[src/rtl/port_lock_arbiter_if.sv]
// port_lock_arbiter_if: request/release and grant/status bundle for one arbitrated output port
interface port_lock_arbiter_if #(
  parameter int NUM_REQ = 4
);
  localparam int IDW = $clog2(NUM_REQ);
  logic [NUM_REQ-1:0] req;
  logic [NUM_REQ-1:0] rel;
  logic [NUM_REQ-1:0] grant;
  logic [IDW-1:0] grant_id;
  logic busy;
  logic proto_err;
  logic timeout;
  modport master (
    output req, rel,
    input  grant, grant_id, busy, proto_err, timeout
  );
  modport slave (
    input  req, rel,
    output grant, grant_id, busy, proto_err, timeout
  );
endinterface

[src/rtl/port_lock_arbiter.sv]
// port_lock_arbiter: round-robin arbiter locking one output port to a requester until release; PORT_TIMEOUT_EN adds a forced release after MAX_HOLD cycles
module port_lock_arbiter #(
  parameter int NUM_REQ = 4,
  parameter int MAX_HOLD = 64
) (
  input logic clk,
  input logic rst,
  port_lock_arbiter_if.slave bus
);
  localparam int IDW = $clog2(NUM_REQ);
  typedef enum logic {IDLE, LOCKED} state_t;
  state_t state;
  logic [IDW-1:0] ptr;
  logic [IDW-1:0] win;
  logic [IDW-1:0] nxt;
  logic [IDW:0] s;
  logic rel_c;
  logic to_hit;
  // first asserted request scanning upward from ptr with wrap; downward loop lets the nearest index win
  always_comb begin
    win = '0;
    s = '0;
    for (int i = NUM_REQ - 1; i >= 0; i--) begin
      s = {1'b0, ptr} + (IDW+1)'(i);
      s = s >= (IDW+1)'(NUM_REQ) ? s - (IDW+1)'(NUM_REQ) : s;
      win = bus.req[s[IDW-1:0]] ? s[IDW-1:0] : win;
    end
  end
  assign nxt = bus.grant_id == IDW'(NUM_REQ - 1) ? '0 : bus.grant_id + 1'b1;
  assign rel_c = bus.rel[bus.grant_id] | ~bus.req[bus.grant_id];
`ifdef PORT_TIMEOUT_EN
  localparam int CW = $clog2(MAX_HOLD);
  logic [CW-1:0] cnt;
  assign to_hit = cnt == CW'(MAX_HOLD - 1);
`else
  assign to_hit = 1'b0;
  assign bus.timeout = 1'b0;
`endif
  // ownership FSM with registered outputs; pointer advances only on release
  always_ff @(posedge clk) begin
    if (rst) begin
      state <= IDLE;
      bus.grant <= '0;
      bus.grant_id <= '0;
      bus.busy <= 1'b0;
      bus.proto_err <= 1'b0;
      ptr <= '0;
`ifdef PORT_TIMEOUT_EN
      cnt <= '0;
      bus.timeout <= 1'b0;
`endif
    end else if (state == IDLE) begin
      bus.proto_err <= |bus.rel;
`ifdef PORT_TIMEOUT_EN
      cnt <= '0;
      bus.timeout <= 1'b0;
`endif
      if (|bus.req) begin
        state <= LOCKED;
        bus.grant <= NUM_REQ'(1) << win;
        bus.grant_id <= win;
        bus.busy <= 1'b1;
      end
    end else begin
      bus.proto_err <= |(bus.rel & ~bus.grant);
`ifdef PORT_TIMEOUT_EN
      cnt <= cnt + 1'b1;
      bus.timeout <= to_hit & ~rel_c;
`endif
      if (rel_c | to_hit) begin
        state <= IDLE;
        bus.grant <= '0;
        bus.busy <= 1'b0;
        ptr <= nxt;
      end
    end
  end
endmodule

[src/flat_wrapper.sv]
// flat-port wrapper written by rule: the top's interface ports become plain ports
module port_lock_arbiter_flat 
#(
  parameter int NUM_REQ = 4,
  parameter int MAX_HOLD = 64
)
  (clk, rst, bus_req, bus_rel, bus_grant, bus_grant_id, bus_busy, bus_proto_err, bus_timeout);
  port_lock_arbiter_if #(.NUM_REQ(NUM_REQ)) bus_i ();
  input logic clk;
  input logic rst;
  input wire logic [$bits(bus_i.req)-1:0] bus_req;
  input wire logic [$bits(bus_i.rel)-1:0] bus_rel;
  output wire logic [$bits(bus_i.grant)-1:0] bus_grant;
  output wire logic [$bits(bus_i.grant_id)-1:0] bus_grant_id;
  output wire logic [$bits(bus_i.busy)-1:0] bus_busy;
  output wire logic [$bits(bus_i.proto_err)-1:0] bus_proto_err;
  output wire logic [$bits(bus_i.timeout)-1:0] bus_timeout;
  assign bus_i.req = bus_req;
  assign bus_i.rel = bus_rel;
  assign bus_grant = bus_i.grant;
  assign bus_grant_id = bus_i.grant_id;
  assign bus_busy = bus_i.busy;
  assign bus_proto_err = bus_i.proto_err;
  assign bus_timeout = bus_i.timeout;
  port_lock_arbiter #(.NUM_REQ(NUM_REQ), .MAX_HOLD(MAX_HOLD)) u_core (.clk(clk), .rst(rst), .bus(bus_i));
endmodule
[config.mk]
export PLATFORM = sky130hd
export DESIGN_NAME = port_lock_arbiter_flat
export DESIGN_NICKNAME = d
export VERILOG_FILES = /design/src/rtl/port_lock_arbiter_if.sv /design/src/rtl/port_lock_arbiter.sv /design/src/flat_wrapper.sv
export SDC_FILE = /design/constraint.sdc
export NUM_CORES = 1
export LEC_CHECK = 0
export ABC_CLOCK_PERIOD_IN_PS = 1400
export CAP_MARGIN = 20
export CORE_MARGIN = 3
export CORE_UTILIZATION = 43
export CTS_BUF_LIST = sky130_fd_sc_hd__clkbuf_4 sky130_fd_sc_hd__clkbuf_8
export DETAILED_ROUTE_END_ITERATION = 16
export PLACE_DENSITY = 0.81
export SYNTH_ARGS = -nofsm -noshare
export SYNTH_HDL_FRONTEND = slang
export SYNTH_SLANG_ARGS = --single-unit
[constraint.sdc]
create_clock -name clk -period 1.4 [get_ports clk]
set_input_delay 0.28 -clock clk [delete_from_list [all_inputs] [get_ports clk]]
set_output_delay 0.28 -clock clk [all_outputs]
set_load 0.05 [all_outputs]
==> results.ini, run 1 <==
[run_status]
status = finished clean

[routing]
dr.max_layer_used = met4
drt-vias-per-instance = 6.01
routed_wl_mm = 2.00
drt-met1-wl_um = 861
drt_iter0_drc = 22
wl_met2_um = 946
drc = 0
wl_met3_um = 147
num_vias = 715
drt_first_pass_iters = 8
drtAntennaViolNets = 0
drt-wirelength-per-cell_um = 16.8

[pwr]
switching_share_pct = 37.5
clockPowerShare_pct = 21.3
leakage_nw = 0.418
fin_total_pwr_mw = 1.18
peakVddDrop_v = 0.000981
pwr-share-comb_pct = 43.1
power.switching_mw = 0.444
power_density_nw_per_um2 = 1130
internal_power_mw = 0.739
pwr-share-seq_pct = 35.6

[logic_synthesis]
async_reset_ff_share_pct = 0
synth-compound-area-share_pct = 22.0
synth_adder_area_share_pct = 1.92
muxShareOfSynthArea_pct = 4.79
synthesis.nets = 88
yosysTopAreaCell = dfxtp_1
synth_seq_cells = 11
synth_top_cell_area_share_pct = 33.7
synth_flop_cell = dfxtp_1
netlist_instances = 77
synth_warnings = 0
syn_avg_cell_area_sq_um = 8.48
synth_xor_xnor_area_share_pct = 0
synth_top_family_by_area = simple AND/OR/NAND/NOR gates
synthSimpleGateAreaFrac_pct = 29.5
synth_seq_area_share_pct = 33.7
ys_types = 32
synth.cell_area_sq_um = 653
synth-edff-count = 0
yosys-top-cells-area = dfxtp_1, nand3b_1, o32ai_1

[timing]
fin_worst_skew_ps = 5.58
fmax_ghz = 0.745
fin_setup_tns_ps = 0
rsz0062_at_grt = yes
finalMaxSlewViolations = 0
hold_viol_final = 0
min_period_ps = 1340
setup_viol = 0
hold_slack_ps = 537
fin_crit_sh_pct = 95.9

[clock_tree]
cts_tree = done
htree_levels = 1
cts_sinks = 11
cts_buffer_depth = 2
cts_buffers = 3
clock_latency_ps = 280
cts.clk_slew.worst_paths_ps = 70
hold_buffers = 0
clockRootBuffer = clkbuf_4

[critical_path]
cp-start-kind = flip-flop
worst_ep_arrival_time_ps = 1540
cp-end-kind = flip-flop
path_max_fanout = 7
crit_required_ps = 1600
cp-startpoint = u_core.ptr[1]
critPathKind = flip-flop to flip-flop
r2r-start = u_core.ptr[1]

[run]
maxCapViolations = 0

[global_route]
grt_usage_pct = 20.9
grt_max_degree = 14
grt_pass1_wl_mm = 3.07
grt_pass1_vias = 686
overflow = 0
antenna_found_initial = 0

[die]
start_util_pct = 47.8
dieArea_sq_um = 2020
coreArea_sq_um = 1370
ios = 19
die_h_um = 45.0
rows = 13
die_x_um = 45.0

[min_path]
min_from = u_core.bus.busy
min_path_type = flip-flop to flip-flop

[final_layout]
drive_gt1_share_pct = 37.5
seqCellArea_sq_um = 230
diodes = 0
fillers = 79
multiInputGateArea_sq_um = 434
nets = 116
syn_to_final_growth_pct = 60.7

[placed_design]
port_buffers = 17
dp.final_hpwl_mm = 1.33
gp_congestion = 0.944

cells in the mapped netlist (2+ instances only):
| cell type | n |
|---|---|
| nand3b_1 | 6 |
| a21oi_1 | 4 |
| nor3_1 | 5 |
| nor3b_1 | 2 |
| mux2i_1 | 2 |
| nand2b_1 | 4 |
| nand2_1 | 3 |
| o32ai_1 | 4 |
| inv_1 | 7 |
| o22ai_1 | 4 |
| nor2_1 | 5 |
| dfxtp_1 | 11 |
timing repair:
action | CTS | global route
setup buffers | 0 | 1
endpoints found under the setup margin | 10 | 4
pin swaps | 0 | 5
cloned | 0 | 0
resized for setup | 8 | 12
metrics by stage:
| stage | cells | setup WS (ps) | util, % | instance area (sq um) |
|---|---|---|---|---|
| floorplan | 77 | 33.9 | - | 661 |
| global placement | 114 | -461 | 70.8 | 967 |
| CTS | 118 | 2.47 | 73.4 | 1000 |
| global route | 119 | -5.63 | 76.8 | 1050 |
| finish | 119 | 57.7 | 76.8 | 1050 |
| detailed placement | 114 | -456 | 70.8 | 967 |
power by group through the flow:
| stage | registers, mW | logic (mW) | clock network (mW) |
|---|---|---|---|
| floorplan | 0.487 | 0.185 | 0 |
| global placement | 0.419 | 0.470 | 0 |
| detailed placement | 0.420 | 0.480 | 0 |
| CTS | 0.413 | 0.479 | 0.248 |
| global route | 0.424 | 0.543 | 0.266 |
| finish | 0.421 | 0.510 | 0.253 |
layout make-up:
type / count / share of cell area [%]
sequential: 11 / 21.9
multi-input combinational: 56 / 41.4
clock buffer: 4 / 2.86
timing repair buffer: 26 / 29.6
inverter: 7 / 2.50
tap: 15 / 1.79
worst paths after layout:
kind	depth (start not counted)	slack (ps)	to
max	6	60	u_core.bus.grant_id[0]
min	2	540	u_core.bus.busy
max reg2reg	6	60	u_core.bus.grant_id[0]
min reg2reg	2	540	u_core.bus.busy
logic make-up after synthesis:
| logic type | count (synthesis) |
|---|---|
| adders and majority gates | 1 |
| AOI/OAI and AO/OA | 19 |
| muxes | 3 |
| DFF | 11 |
| other | 1 |
| and+or+nand+nor | 32 |
| buffers and inverters | 10 |
state kept, by name, summed over array words and instances, names as in the netlist:
| signal | flops |
|---|---|
| u_core.ptr | 2 |
| u_core.bus.busy | 1 |
| u_core.state | 1 |
| u_core.bus.proto_err | 1 |
| u_core.bus.grant | 4 |
| u_core.bus.grant_id | 2 |
routing by layer:
layer / vias to the layer above / GRT usage, %
li1: 339 / -
met1: 339 / 27.7
met2: 31 / 32.5
met3: 6 / 2.79
met4: 0 / 11.7
met5: - / 0
placed cells by master (no fill, tap or decap), drive strengths merged, types with 4 or more instances in the layout:
cell	count
nand2b	4
nand3b	6
clkbuf	5
o32ai	4
inv	7
buf	17
nor3	5
dlygate4sd2	5
o22ai	4
nor2	5
dfxtp	11
a21oi	4
critical path: stages, from the launching register on:
cell and delay (ps):
dfxtp_2 330, buf_6 130, nand2_2 60, a21oi_2 60, or3_4 420, buf_4 140
o22ai_1 110
Note: power is estimated with default switching activity, not from simulation.
==> run 2, diff against run 1 <==
- ABC_CLOCK_PERIOD_IN_PS: 1400 -> 1700
- CORE_UTILIZATION: 43 -> 50
- PLACE_DENSITY: 0.81 -> 0.89
- clock period: 1.4 -> 1.7 ns (I/O delays scaled with it)
==> results.ini, run 2 (synthesis gave the netlist of run 1 again) <==
[run_status]
status = finished clean

[die]
die_x_um = 42.1
coreArea_sq_um = 1170
dieArea_sq_um = 1780
die_h_um = 42.1
rows = 12
start_util_pct = 55.8
ios = 19

[routing]
routed_wl_mm = 1.68
drt_iter0_drc = 9
drt_first_pass_iters = 4
num_vias = 665
drt-vias-per-instance = 5.78
drt-wirelength-per-cell_um = 14.6
drc = 0
drtAntennaViolNets = 0

[final_layout]
top_regs = u_core.bus.grant x4, u_core.bus.grant_id x2, u_core.ptr x2
final_cell_mix = buf_4, dfxtp_1, inv_1, clkdlybuf4s50_1, nand3b_1
nets = 113
postLayoutCoreUtil_pct = 76.7
largest_reg_flops = 4
diodes = 0
final_cell_area_sq_um = 898
final_common_cell = buf_4
final_cell_count_no_fill = 115
syn_to_final_growth_pct = 37.5
drive_gt1_share_pct = 23.8
fillers = 85
largest-register = u_core.bus.grant

[critical_path]
reg2reg_slack_ps = 210
worst_ep_arrival_time_ps = 1750
r2r-start = u_core.ptr[1]
crit_required_ps = 1860
r2r_cells = 4
slowest_delay_ps = 430
cp_slowest_cell = clkdlybuf4s50_1
cp_top_family = buffers and inverters
critPathKind = input port to flip-flop
path_max_fanout = 2
cp-start-kind = input port
path_cells = clkdlybuf4s50_1, nand2b_1, o2111a_1, and3b_1, mux2_2
reg2reg_to = u_core.bus.grant[1]
cp-end-kind = flip-flop
cp_num_buf_inv = 1

[placed_design]
gp_congestion = 0.799
dpl_worst_slack_ps = -237
dpl_cell_area_sq_um = 856
place_inst = 111
dp.final_hpwl_mm = 1.30
port_buffers = 17

[min_path]
min_from = u_core.bus.busy
min_path_type = flip-flop to flip-flop
min_path_cells = 2
whs_endpoint = u_core.bus.busy

[timing]
hold_viol_final = 0
setup_viol = 0
min_period_ps = 1590
fin_worst_skew_ps = 2.54
fin_ws_ps = 112
hold_slack_ps = 494
finalMaxSlewViolations = 0
rsz0062_at_grt = no
fmax_ghz = 0.630
fin_setup_tns_ps = 0
fin_crit_sh_pct = 93.4

[global_route]
overflow = 0
grt_usage_pct = 20.3
grt_util_met3_pct = 3.00
top_usage_layer = met2
grt_pass1_vias = 630
antenna_found_initial = 0
grt.met2_usage_pct = 33.0
grtUsageMet1_pct = 26.2
grt_pass1_wl_mm = 2.79
grt_max_degree = 14

[clock_tree]
htree_levels = 1
cts.clk_slew.worst_paths_ps = 70
hold_buffers = 0
cts_buffer_depth = 2
cts_buffers = 3
clockRootBuffer = clkbuf_4
cts_sinks = 11
clock_latency_ps = 270
cts_tree = done

[pwr]
fin_total_pwr_mw = 0.858
power_density_nw_per_um2 = 955
peakVddDrop_v = 0.000614
leakage_nw = 0.376

[run]
maxCapViolations = 0

run 2: report_power, final:
part	internal, mW	switching [mW]	leakage [nW]
sequential	0.293	0.0377	0.0911
combinational	0.146	0.192	0.266
clock	0.107	0.0819	0.0184
total	0.546	0.312	0.376
run 2: how the worst max path moves through the flow:
stage,startpoint,endpoint,depth (start not counted),slack [ps]
floorplan,u_core.bus.grant_id[0],u_core.ptr[0],4,30
global placement,bus_req[2],u_core.bus.grant[3],6,-220
detailed placement,bus_req[2],u_core.bus.grant[1],6,-240
CTS,bus_req[2],u_core.bus.grant[1],6,20
global route,u_core.ptr[1],u_core.bus.grant[1],4,80
finish,bus_rel[0],u_core.ptr[0],5,110
run 2: layout make-up:
cell class                      instances  area, sq um  area share, %
Tap cell                               14         17.5           1.95
Clock buffer                            4         30.0           3.34
Sequential cell                        11          221           24.7
Timing Repair Buffer                   23          213           23.7
Inverter                                7         26.3           2.92
Multi-Input combinational cell         56          390           43.5
run 2: metal layers:
metal  vias up  share of wire [%]
met4         0                2.3
met2        21                 47
met1       303                 46
li1        336                  -
met5         -                  0
met3         5                4.8
run 2: tightest hold or removal path, cell delays in order, from the launching register on:
cell and delay (ps):
dfxtp_1 310, nor2_1 90, nor3_1 50
run 2: repair_timing:
| item | 4_1_cts | 5_1_grt |
|---|---|---|
| buffers inserted | 0 | 0 |
| setup endpoints to repair | 0 | 6 |
| resized for setup | 0 | 4 |
